File: config.mk
export PLATFORM = sky130hd
export DESIGN_NAME = present_dec_control
export DESIGN_NICKNAME = d
export VERILOG_FILES = /design/src/rtl/present_dec_control.sv
export SDC_FILE = /design/constraint.sdc
export NUM_CORES = 1
export LEC_CHECK = 0
export CAP_MARGIN = 30
export CORE_UTILIZATION = 48
export CTS_BUF_LIST = sky130_fd_sc_hd__clkbuf_4 sky130_fd_sc_hd__clkbuf_8 sky130_fd_sc_hd__clkbuf_16
export DETAILED_ROUTE_END_ITERATION = 12
export PLACE_DENSITY = 0.8
export RECOVER_POWER = 25
export SLEW_MARGIN = 20
export SYNTH_ARGS = -nofsm -noshare
export SYNTH_HDL_FRONTEND = slang
export SYNTH_SLANG_ARGS = --single-unit
File: constraint.sdc
create_clock -name inClk -period 2.5 [get_ports inClk]
set_input_delay 0.25 -clock inClk [delete_from_list [all_inputs] [get_ports inClk]]
set_output_delay 0.25 -clock inClk [all_outputs]
set_load 0.01 [all_outputs]
File: src/rtl/present_dec_control.sv
// Control FSM for the PRESENT-80 decryption datapath: loads the key and rolls it
// forward to K32, decrypts by walking the schedule back to K1, then replays it to K32.
module present_dec_control (
    input  logic       inClk,
    input  logic       inRstN,
    input  logic       inKeyExtWr,
    input  logic       inExtDataWr,
    output logic       outKeyExtWr,
    output logic       outKeyIntWr,
    output logic       outKeyInvWr,
    output logic       outStateExtWr,
    output logic       outStateIntWr,
    output logic       outWhiten,
    output logic       outDataIntWr,
    output logic [4:0] outRoundCounter,
    output logic       outBusy,
    output logic       outKeyReady
);

    localparam logic [4:0] LP_FIRST_ROUND = 5'd1;
    localparam logic [4:0] LP_LAST_ROUND  = 5'd31;

    typedef enum logic [3:0] {
        S_IDLE,
        S_LOADK,
        S_KFWD,
        S_READY,
        S_LOADD,
        S_WHITEN,
        S_ROUND,
        S_OUT,
        S_RESTORE
    } state_t;

    state_t     r_state;
    state_t     w_state_next;
    logic [4:0] r_cnt;
    logic [4:0] w_cnt_next;

    always_ff @(posedge inClk or negedge inRstN) begin
        if (!inRstN) begin
            r_state <= S_IDLE;
            r_cnt   <= '0;
        end else begin
            r_state <= w_state_next;
            r_cnt   <= w_cnt_next;
        end
    end

    // Next-state and counter. The counter is only meaningful in KFWD, ROUND and
    // RESTORE; it is parked at 0 elsewhere so it never wraps or reaches 32.
    always_comb begin
        w_state_next = r_state;
        w_cnt_next   = r_cnt;
        case (r_state)
            S_IDLE: begin
                w_cnt_next = '0;
                if (inKeyExtWr) begin
                    w_state_next = S_LOADK;
                end
            end
            S_LOADK: begin
                w_cnt_next   = LP_FIRST_ROUND;
                w_state_next = S_KFWD;
            end
            S_KFWD, S_RESTORE: begin
                if (r_cnt == LP_LAST_ROUND) begin
                    w_cnt_next   = '0;
                    w_state_next = S_READY;
                end else begin
                    w_cnt_next = r_cnt + 5'd1;
                end
            end
            S_READY: begin
                w_cnt_next = '0;
                // A new key takes priority over a block request.
                if (inKeyExtWr) begin
                    w_state_next = S_LOADK;
                end else if (inExtDataWr) begin
                    w_state_next = S_LOADD;
                end
            end
            S_LOADD: begin
                w_cnt_next   = '0;
                w_state_next = S_WHITEN;
            end
            S_WHITEN: begin
                w_cnt_next   = LP_LAST_ROUND;
                w_state_next = S_ROUND;
            end
            S_ROUND: begin
                if (r_cnt == LP_FIRST_ROUND) begin
                    w_cnt_next   = '0;
                    w_state_next = S_OUT;
                end else begin
                    w_cnt_next = r_cnt - 5'd1;
                end
            end
            S_OUT: begin
                w_cnt_next   = LP_FIRST_ROUND;
                w_state_next = S_RESTORE;
            end
            default: begin
                w_cnt_next   = '0;
                w_state_next = S_IDLE;
            end
        endcase
    end

    // Moore output decode from state and counter only.
    always_comb begin
        outKeyExtWr     = 1'b0;
        outKeyIntWr     = 1'b0;
        outKeyInvWr     = 1'b0;
        outStateExtWr   = 1'b0;
        outStateIntWr   = 1'b0;
        outWhiten       = 1'b0;
        outDataIntWr    = 1'b0;
        outRoundCounter = '0;
        outBusy         = 1'b0;
        outKeyReady     = 1'b0;
        case (r_state)
            S_LOADK: begin
                outKeyExtWr = 1'b1;
                outBusy     = 1'b1;
            end
            S_KFWD, S_RESTORE: begin
                outKeyIntWr     = 1'b1;
                outRoundCounter = r_cnt;
                outBusy         = 1'b1;
            end
            S_READY: begin
                outKeyReady = 1'b1;
            end
            S_LOADD: begin
                outStateExtWr = 1'b1;
                outBusy       = 1'b1;
            end
            S_WHITEN: begin
                outStateIntWr = 1'b1;
                outWhiten     = 1'b1;
                outBusy       = 1'b1;
            end
            S_ROUND: begin
                outStateIntWr   = 1'b1;
                outKeyInvWr     = 1'b1;
                outRoundCounter = r_cnt;
                outBusy         = 1'b1;
            end
            S_OUT: begin
                outDataIntWr = 1'b1;
                outBusy      = 1'b1;
            end
            default: begin
                outBusy = 1'b0;
            end
        endcase
    end

endmodule

==> results of run 1 <==
## worst max-delay path, stage by stage (launching register included)
cell,delay (ps)
dfrtp_1,570
nand2b_1,130
mux2i_1,130
nor2b_1,290
o21bai_1,150
clkdlybuf4s50_1,540
## area by class of cell
| cell class | count | area share |
|---|---|---|
| inverter | 4 | 0.0156 |
| timing repair buffer | 18 | 0.184 |
| tap | 16 | 0.0208 |
| multi-input combinational | 71 | 0.514 |
| sequential | 9 | 0.234 |
| clock buffer | 4 | 0.0312 |
## routing by layer
layer,share of wire,vias up,track usage
li1,-,340,-
met1,0.50,298,0.267
met2,0.49,7,0.266
met3,0.0094,0,0.0259
met4,0,0,0.0938
met5,0,-,0
## synth_stat cells, drive strengths merged, types with 2 or more instances
cell type	count
dfrtp	9
nor2	8
nand2	7
nor3	7
and2	6
buf	5
nand2b	5
ha	4
inv	4
o21ai	4
xor2	3
a211oi	2
a21o	2
a21oi	2
mux2	2
nand3b	2
nor2b	2
nor4	2
xnor2	2
## power by group through the flow
stage                     Sequential (mW)  Clock, mW  Combinational, mW
final                               0.342      0.115              0.696
after global routing                0.356      0.136              0.770
after CTS                           0.340      0.122              0.698
after detailed placement            0.343          0              0.696
after global placement              0.339          0              0.684
after floorplan                     0.267          0              0.563
## cells by family (layout without fill, tap and decap cells)
family | count (synthesis) | count (layout)
adders and majority gates | 4 | 4
DFF | 9 | 9
and+or+nand+nor | 43 | 43
AOI/OAI and AO/OA | 16 | 16
muxes | 3 | 3
xor gates and xnor gates | 5 | 5
buffers and inverters | 9 | 26
## sequential cells by signal (all words and copies together), names as in the netlist
name     count
r_cnt        5
r_state      4
## stage by stage
stage               cell area, µm²  std cells
detailed placement             933        118
global route                   963        122
global placement               933        118
finish                         963        122
CTS                            963        122
floorplan                      769         89
## worst max path at each step
stage	startpoint	to	slack, ps	cells after the start
after floorplan	r_cnt[0]$_DFF_PN0_	r_state[0]$_DFFE_PN0P_	700	6
after global placement	r_state[3]$_DFFE_PN0P_	outRoundCounter[3]	500	5
after detailed placement	r_state[3]$_DFFE_PN0P_	outRoundCounter[2]	460	5
after CTS	r_state[3]$_DFFE_PN0P_	outRoundCounter[2]	180	5
after global routing	r_state[3]$_DFFE_PN0P_	outRoundCounter[2]	8	5
final	r_state[3]$_DFFE_PN0P_	outBusy	180	5
==> run metrics, run 1 <==
status complete, no violations; Main synth FF type dfrtp_1; vias in the first global route 545; worst-skew pair later-pin latency 250 ps; DRT iter0 DRCs 8; Layout area overhead 25.2%; Fill cells 127; switching part of the total 0.444; clock tree from TritonCTS yes; R2R depth 6; fin. max-slew vios 0; cts hold-fix bufs 0; commonest non-fill, non-tap cell in the layout clkdlybuf4s50_1; peak supply drop 0.701 mV; number of buffers inserted by port buffering 17; Clk pwr share 0.100; die span in y 42.0 µm; via/cell ratio 5.29; core area 0.00151 mm²; syn_area_per_cell 8.65 µm²; layout cells sized above 1 0.104; largest net degree at the start of global routing 15; Setup Buffers After CTS 0; DP Wirelength 1200 µm; sequential area share after synthesis 0.293; Ys Warns 0; initial antenna violation count 0; crit path capture type output pin; final routed DRC violation total 0; GPL Wtd Cong 0.799; PwrDens 1200 mW/mm²; TritonCTS Buffers 3; net count after synthesis 97; r2r startpoint r_cnt[0]$_DFF_PN0_; Post-Syn Area 769 µm²; critical path data arrival time 2070 ps; Reg area 225 µm²; Synth top area share 0.293; initial core utilization 0.511; R2R Path End r_state[1]$_DFFE_PN0P_; WHS 345 ps; Post-Route Setup TNS 0 ps; P_sw 512 µW; part of the power in registers 0.296; Netlist cell types 36; path type of the worst setup path flip-flop to output pin; clock sink count 9; final number of setup-violating endpoints 0; synthesis-stage register bit count 9; TritonRoute pass-1 iters 4; clk slew on worst S/H paths 50 ps; worst hold path type primary input to asynchronous set/reset pin; RSZ-0062 raised after global routing no; Area contributors post-synth dfrtp_1, ha_1, and2_1; post-cts resize count 0; Gate power share 0.604; I/O pins 18; fraction of registers with async set/reset 1.00; final setup margin 181 ps; max_cap viols 0; mux cell area share after synthesis 0.0423; Adder-Cell Fraction of Synth Area 0.0650; final wirelength 1490 µm; row count 14; clock period minus worst slack 2320 ps; endpoints failing hold 0; GRT Resource Usage Total 0.183; first-pass GRT wire length 2420 µm; CTS root buf clkbuf_4; Post-synth EDFFs 0; Synth Area in Compound Gates 0.156; Yosys top cell by area dfrtp_1; worst-path fanout max 14; DR WL/cell 12.2 µm; largest family of logic cells by synthesized area simple AND/OR/NAND/NOR gates; fin util 0.640; via count 645; Reg2Reg Setup Slack 530 ps; clk_skew 0.232 ps; Int Power 641 µW; fmax 431 MHz; htree depth 1; post-route ant nets 0; simple-gate share of the synthesized area 0.324; Ant. Diodes 0; Post-Place Setup Slack 458 ps; P_leak 0.435 nW; area of the multi-input gates 495 µm²; GRT overflow 0; most frequent cells in the layout clkdlybuf4s50_1, dfrtp_1, nor2_1; Syn Inst Count 89; die width 42.0 µm; CP required 2250 ps; xor and xnor fraction of the mapped netlist area 0.0569; Slew HR 0.720; full die area 0.00177 mm²; fin nets 115; worst slew pin tran 420 ps; period utilisation layout 0.928; CP Launch Type flip-flop; clock buffer depth 2; Final Power 1.15 mW
Note: power is estimated with default switching activity, not from simulation.
==> run 2, diff against run 1 <==
Settings changed: CORE_UTILIZATION 48 to 43, PLACE_DENSITY 0.8 to 0.76.
Clock period 2.5 ns to 2.1 ns, I/O delays scaled along.
==> run metrics, run 2 (synthesized netlist as in run 1, its figures left out) <==
final routed DRC violation total 0; max FFs per register 5; period utilisation layout 0.972; Worst Path Buf+Inv 1; vias in the first global route 665; status complete, no violations; htree depth 1; GPL Wtd Cong 0.809; CP required 1890 ps; Layout Cells excl Fill 139; clock tree from TritonCTS yes; TritonRoute pass-1 iters 4; PwrDens 1430 mW/mm²; I/O pins 18; worst hold path type primary input to asynchronous set/reset pin; TritonCTS Buffers 3; P_leak 0.566 nW; die width 44.3 µm; clk_skew 2.16 ps; r2r startpoint r_cnt[0]$_DFF_PN0_; clock sink count 9; initial antenna violation count 0; crit path capture type output pin; R2R depth 6; final number of setup-violating endpoints 0; endpoints failing hold 0; Post-Route Setup TNS 0 ps; slowest stage delay, CP 540 ps; cts hold-fix bufs 0; Slew HR 0.734; DP Wirelength 1340 µm; WHS 318 ps; CP Launch Type flip-flop; clock period minus worst slack 2040 ps; clock buffer depth 2; commonest non-fill, non-tap cell in the layout clkdlybuf4s50_1; path type of the worst setup path flip-flop to output pin; number of buffers inserted by port buffering 17; worst-skew pair later-pin latency 250 ps; most frequent cells in the layout clkdlybuf4s50_1, buf_4, nand2_1, nor2_1; Layout area overhead 40.0%; full die area 0.00196 mm²; R2R Path End r_state[1]$_DFFE_PN0P_; clk slew on worst S/H paths 60 ps; Placed Cells incl. Taps 129; peak supply drop 0.889 mV; Reg2Reg Setup Slack 220 ps; via/cell ratio 5.12; Critical-path top delay cell clkdlybuf4s50_1; max_cap viols 0; top flop regs r_cnt: 5 flops, r_state: 4 flops; first-pass GRT wire length 2790 µm; fin. max-slew vios 0; critical path depth 4; DRT iter0 DRCs 14; fin area 0.00108 mm²; RSZ-0062 raised after global routing yes; WL met2 940 µm; worst-path fanout max 13; Biggest register r_cnt; largest net degree at the start of global routing 15; GRT overflow 0; DR WL/cell 13.5 µm; initial core utilization 0.483; critical path data arrival time 1830 ps; worst slew pin tran 398 ps; CTS root buf clkbuf_4; fmax 490 MHz; Met1 Wirelength 843 µm; critical path's top delay family buffers and inverters; post-route ant nets 0; via count 712; die span in y 44.3 µm; GRT Resource Usage Total 0.195; met3 WL post-DR 81 µm; Ant. Diodes 0; fin nets 124; core area 0.00159 mm²; crit-path cells nand2b_1, and2_1, nor2_1, clkdlybuf4s50_1; layout cells sized above 1 0.226; placed cell areas 966 µm²; final wirelength 1880 µm; row count 14; DR top layer met4
==> run 2: worst max path at each step <==
stage               slack (ps)                      to              startpoint
floorplan                  300  r_state[0]$_DFFE_PN0P_      r_cnt[0]$_DFF_PN0_
detailed placement         140      outRoundCounter[1]  r_state[3]$_DFFE_PN0P_
global route               -30            outDataIntWr  r_state[2]$_DFFE_PN0P_
finish                      60           outStateIntWr  r_state[0]$_DFFE_PN0P_
global placement           210                 outBusy  r_state[3]$_DFFE_PN0P_
CTS                         10               outWhiten  r_state[3]$_DFFE_PN0P_
==> run 2: stage by stage <==
stage / worst slack, ps / util / power, mW
2_1_floorplan: 296 / - / 0.988
3_3_place_gp: 209 / 0.606 / 1.26
3_5_place_dp: 137 / 0.606 / 1.28
4_1_cts: 13.0 / 0.628 / 1.44
5_1_grt: -31.5 / 0.676 / 1.68
6_report: 59.3 / 0.676 / 1.54
==> run 2: area by class of cell <==
cell class | count | area [µm²]
Sequential cell | 9 | 229
Clock buffer | 4 | 30.0
Tap cell | 24 | 30.0
Fill cell | 113 | 517
Inverter | 4 | 15.0
Multi-Input combinational cell | 71 | 515
Timing Repair Buffer | 27 | 258
==> run 2: power breakdown <==
part | internal [mW] | total, mW | leakage (nW) | switching, mW
Clock | 0.0857 | 0.139 | 0.0184 | 0.0533
Sequential | 0.251 | 0.389 | 0.113 | 0.138
Combinational | 0.525 | 1.02 | 0.435 | 0.491
Total | 0.862 | 1.54 | 0.566 | 0.683
==> run 2: timing repair <==
| action | in CTS | in global routing |
|---|---|---|
| resized for setup | 3 | 10 |
| endpoints found under the setup margin | 9 | 12 |
| buffers inserted | 0 | 6 |
==> run 2: routing by layer <==
layer,vias to the layer above,GRT usage
li1,357,-
met1,335,0.245
met2,18,0.318
met3,2,0.0367
met4,0,0.103
met5,-,0
==> run 3, diff against run 2 <==
Settings changed: CELL_PAD_IN_SITES_DETAIL_PLACEMENT set to 1, CELL_PAD_IN_SITES_GLOBAL_PLACEMENT set to 1, CORE_UTILIZATION 43 to 32.
==> run metrics, run 3 (synthesized netlist as in run 1, its figures left out) <==
Gate power share 0.657; vias in the first global route 752; DRT iter0 DRCs 10; Final Power 1.56 mW; clock period minus worst slack 2030 ps; TritonCTS Buffers 3; number of buffers inserted by port buffering 17; period utilisation layout 0.967; clk slew on worst S/H paths 60 ps; P_sw 691 µW; Slew HR 0.733; crit path capture type output pin; initial core utilization 0.345; via count 739; switching part of the total 0.443; DP Wirelength 1530 µm; GRT overflow 0; initial antenna violation count 0; Met1 Wirelength 1040 µm; R2R depth 6; TritonRoute pass-1 iters 4; worst hold path type primary input to asynchronous set/reset pin; Post-Place Setup Slack 124 ps; clock sink count 9; first-pass GRT wire length 3420 µm; clock buffer depth 2; commonest non-fill, non-tap cell in the layout clkdlybuf4s50_1; max_cap viols 0; fmax 492 MHz; GRT Resource Usage Total 0.173; part of the power in registers 0.250; most frequent cells in the layout clkdlybuf4s50_1, buf_4, nand2_1, nor2_1; CP required 1890 ps; endpoints failing hold 0; Layout area overhead 40.7%; WHS 311 ps; path type of the worst setup path flip-flop to output pin; die span in y 51.0 µm; clock tree from TritonCTS yes; CP Launch Type flip-flop; die width 51.0 µm; RSZ-0062 raised after global routing yes; I/O pins 18; layout cells sized above 1 0.233; Reg2Reg Setup Slack 190 ps; WL met2 961 µm; top flop regs r_cnt: 5 flops, r_state: 4 flops; fin nets 125; CTS root buf clkbuf_4; DR top layer met4; fin. max-slew vios 0; R2R Path End r_state[0]$_DFFE_PN0P_; r2r startpoint r_cnt[1]$_DFF_PN0_; final number of setup-violating endpoints 0; PwrDens 1440 mW/mm²; full die area 0.00260 mm²; status complete, no violations; DR WL/cell 14.3 µm; clk_skew 2.36 ps; final wirelength 2060 µm; htree depth 1; final routed DRC violation total 0; via/cell ratio 5.13; peak supply drop 0.693 mV; GPL Wtd Cong 0.782; Clk pwr share 0.092; Post-Route Setup TNS 0 ps; Biggest register r_cnt; row count 17; critical path data arrival time 1820 ps; P_leak 0.578 nW; Int Power 868 µW; largest net degree at the start of global routing 15; worst slew pin tran 399 ps; max FFs per register 5; Ant. Diodes 0; worst-path fanout max 6; Fill cells 271; final setup margin 68.5 ps; met3 WL post-DR 43 µm; core area 0.00223 mm²; worst-skew pair later-pin latency 260 ps; post-route ant nets 0
==> run 3: cell types whose count changed in the layout (fill, tap and decap cells not counted), sizes merged <==
cell,previous run,this run
clkbuf,4,5
==> run 3: how the worst max path moves through the flow <==
stage,start,to,slack (ps),cells after the start
2_1_floorplan,r_cnt[0]$_DFF_PN0_,r_state[0]$_DFFE_PN0P_,300,6
3_3_place_gp,r_state[1]$_DFFE_PN0P_,outBusy,180,4
3_5_place_dp,r_state[3]$_DFFE_PN0P_,outRoundCounter[3],120,5
4_1_cts,r_state[3]$_DFFE_PN0P_,outRoundCounter[3],10,5
5_1_grt,r_state[3]$_DFFE_PN0P_,outKeyIntWr,-20,4
6_report,r_state[3]$_DFFE_PN0P_,outKeyIntWr,70,4
==> run 3: metrics by stage <==
step	std cells	instance area, µm²	utilization
final	144	1080	0.485
after global routing	144	1080	0.485
after CTS	139	1030	0.460
after detailed placement	135	986	0.441
after global placement	135	986	0.441
after floorplan	89	769	-
==> run 3: final cells by class <==
type	count	area (µm²)	area share
repair buffers	28	263	0.243
inverters	4	15.0	0.0139
flip-flops and latches	9	229	0.212
clock buffers	4	30.0	0.0277
well taps	28	35.0	0.0324
multi-input cells	71	510	0.472
==> run 3: timing repair <==
item,in CTS,in global routing
hold buffers,0,0
cloned,0,0
gates resized for setup,5,7
buffers inserted,0,5
endpoints found under the setup margin,9,7
==> run 3: per-layer routing <==
layer | vias up | global-route usage
li1 | 362 | -
met1 | 355 | 0.239
met2 | 20 | 0.281
met3 | 2 | 0.0149
met4 | 0 | 0.0602
met5 | - | 0
==> run 3: worst max-delay path, stage by stage, from the launching register on <==
cell	delay [ps]
dfrtp_2	440
buf_4	140
xnor2_1	170
nor3_2	220
clkdlybuf4s50_1	590
==> run 3: power groups by stage <==
stage	logic (mW)	clock network, mW	registers, mW
after floorplan	0.671	0	0.318
after global placement	0.926	0	0.380
after detailed placement	0.944	0	0.391
after CTS	0.960	0.151	0.396
after global routing	1.13	0.157	0.409
final	1.02	0.144	0.390
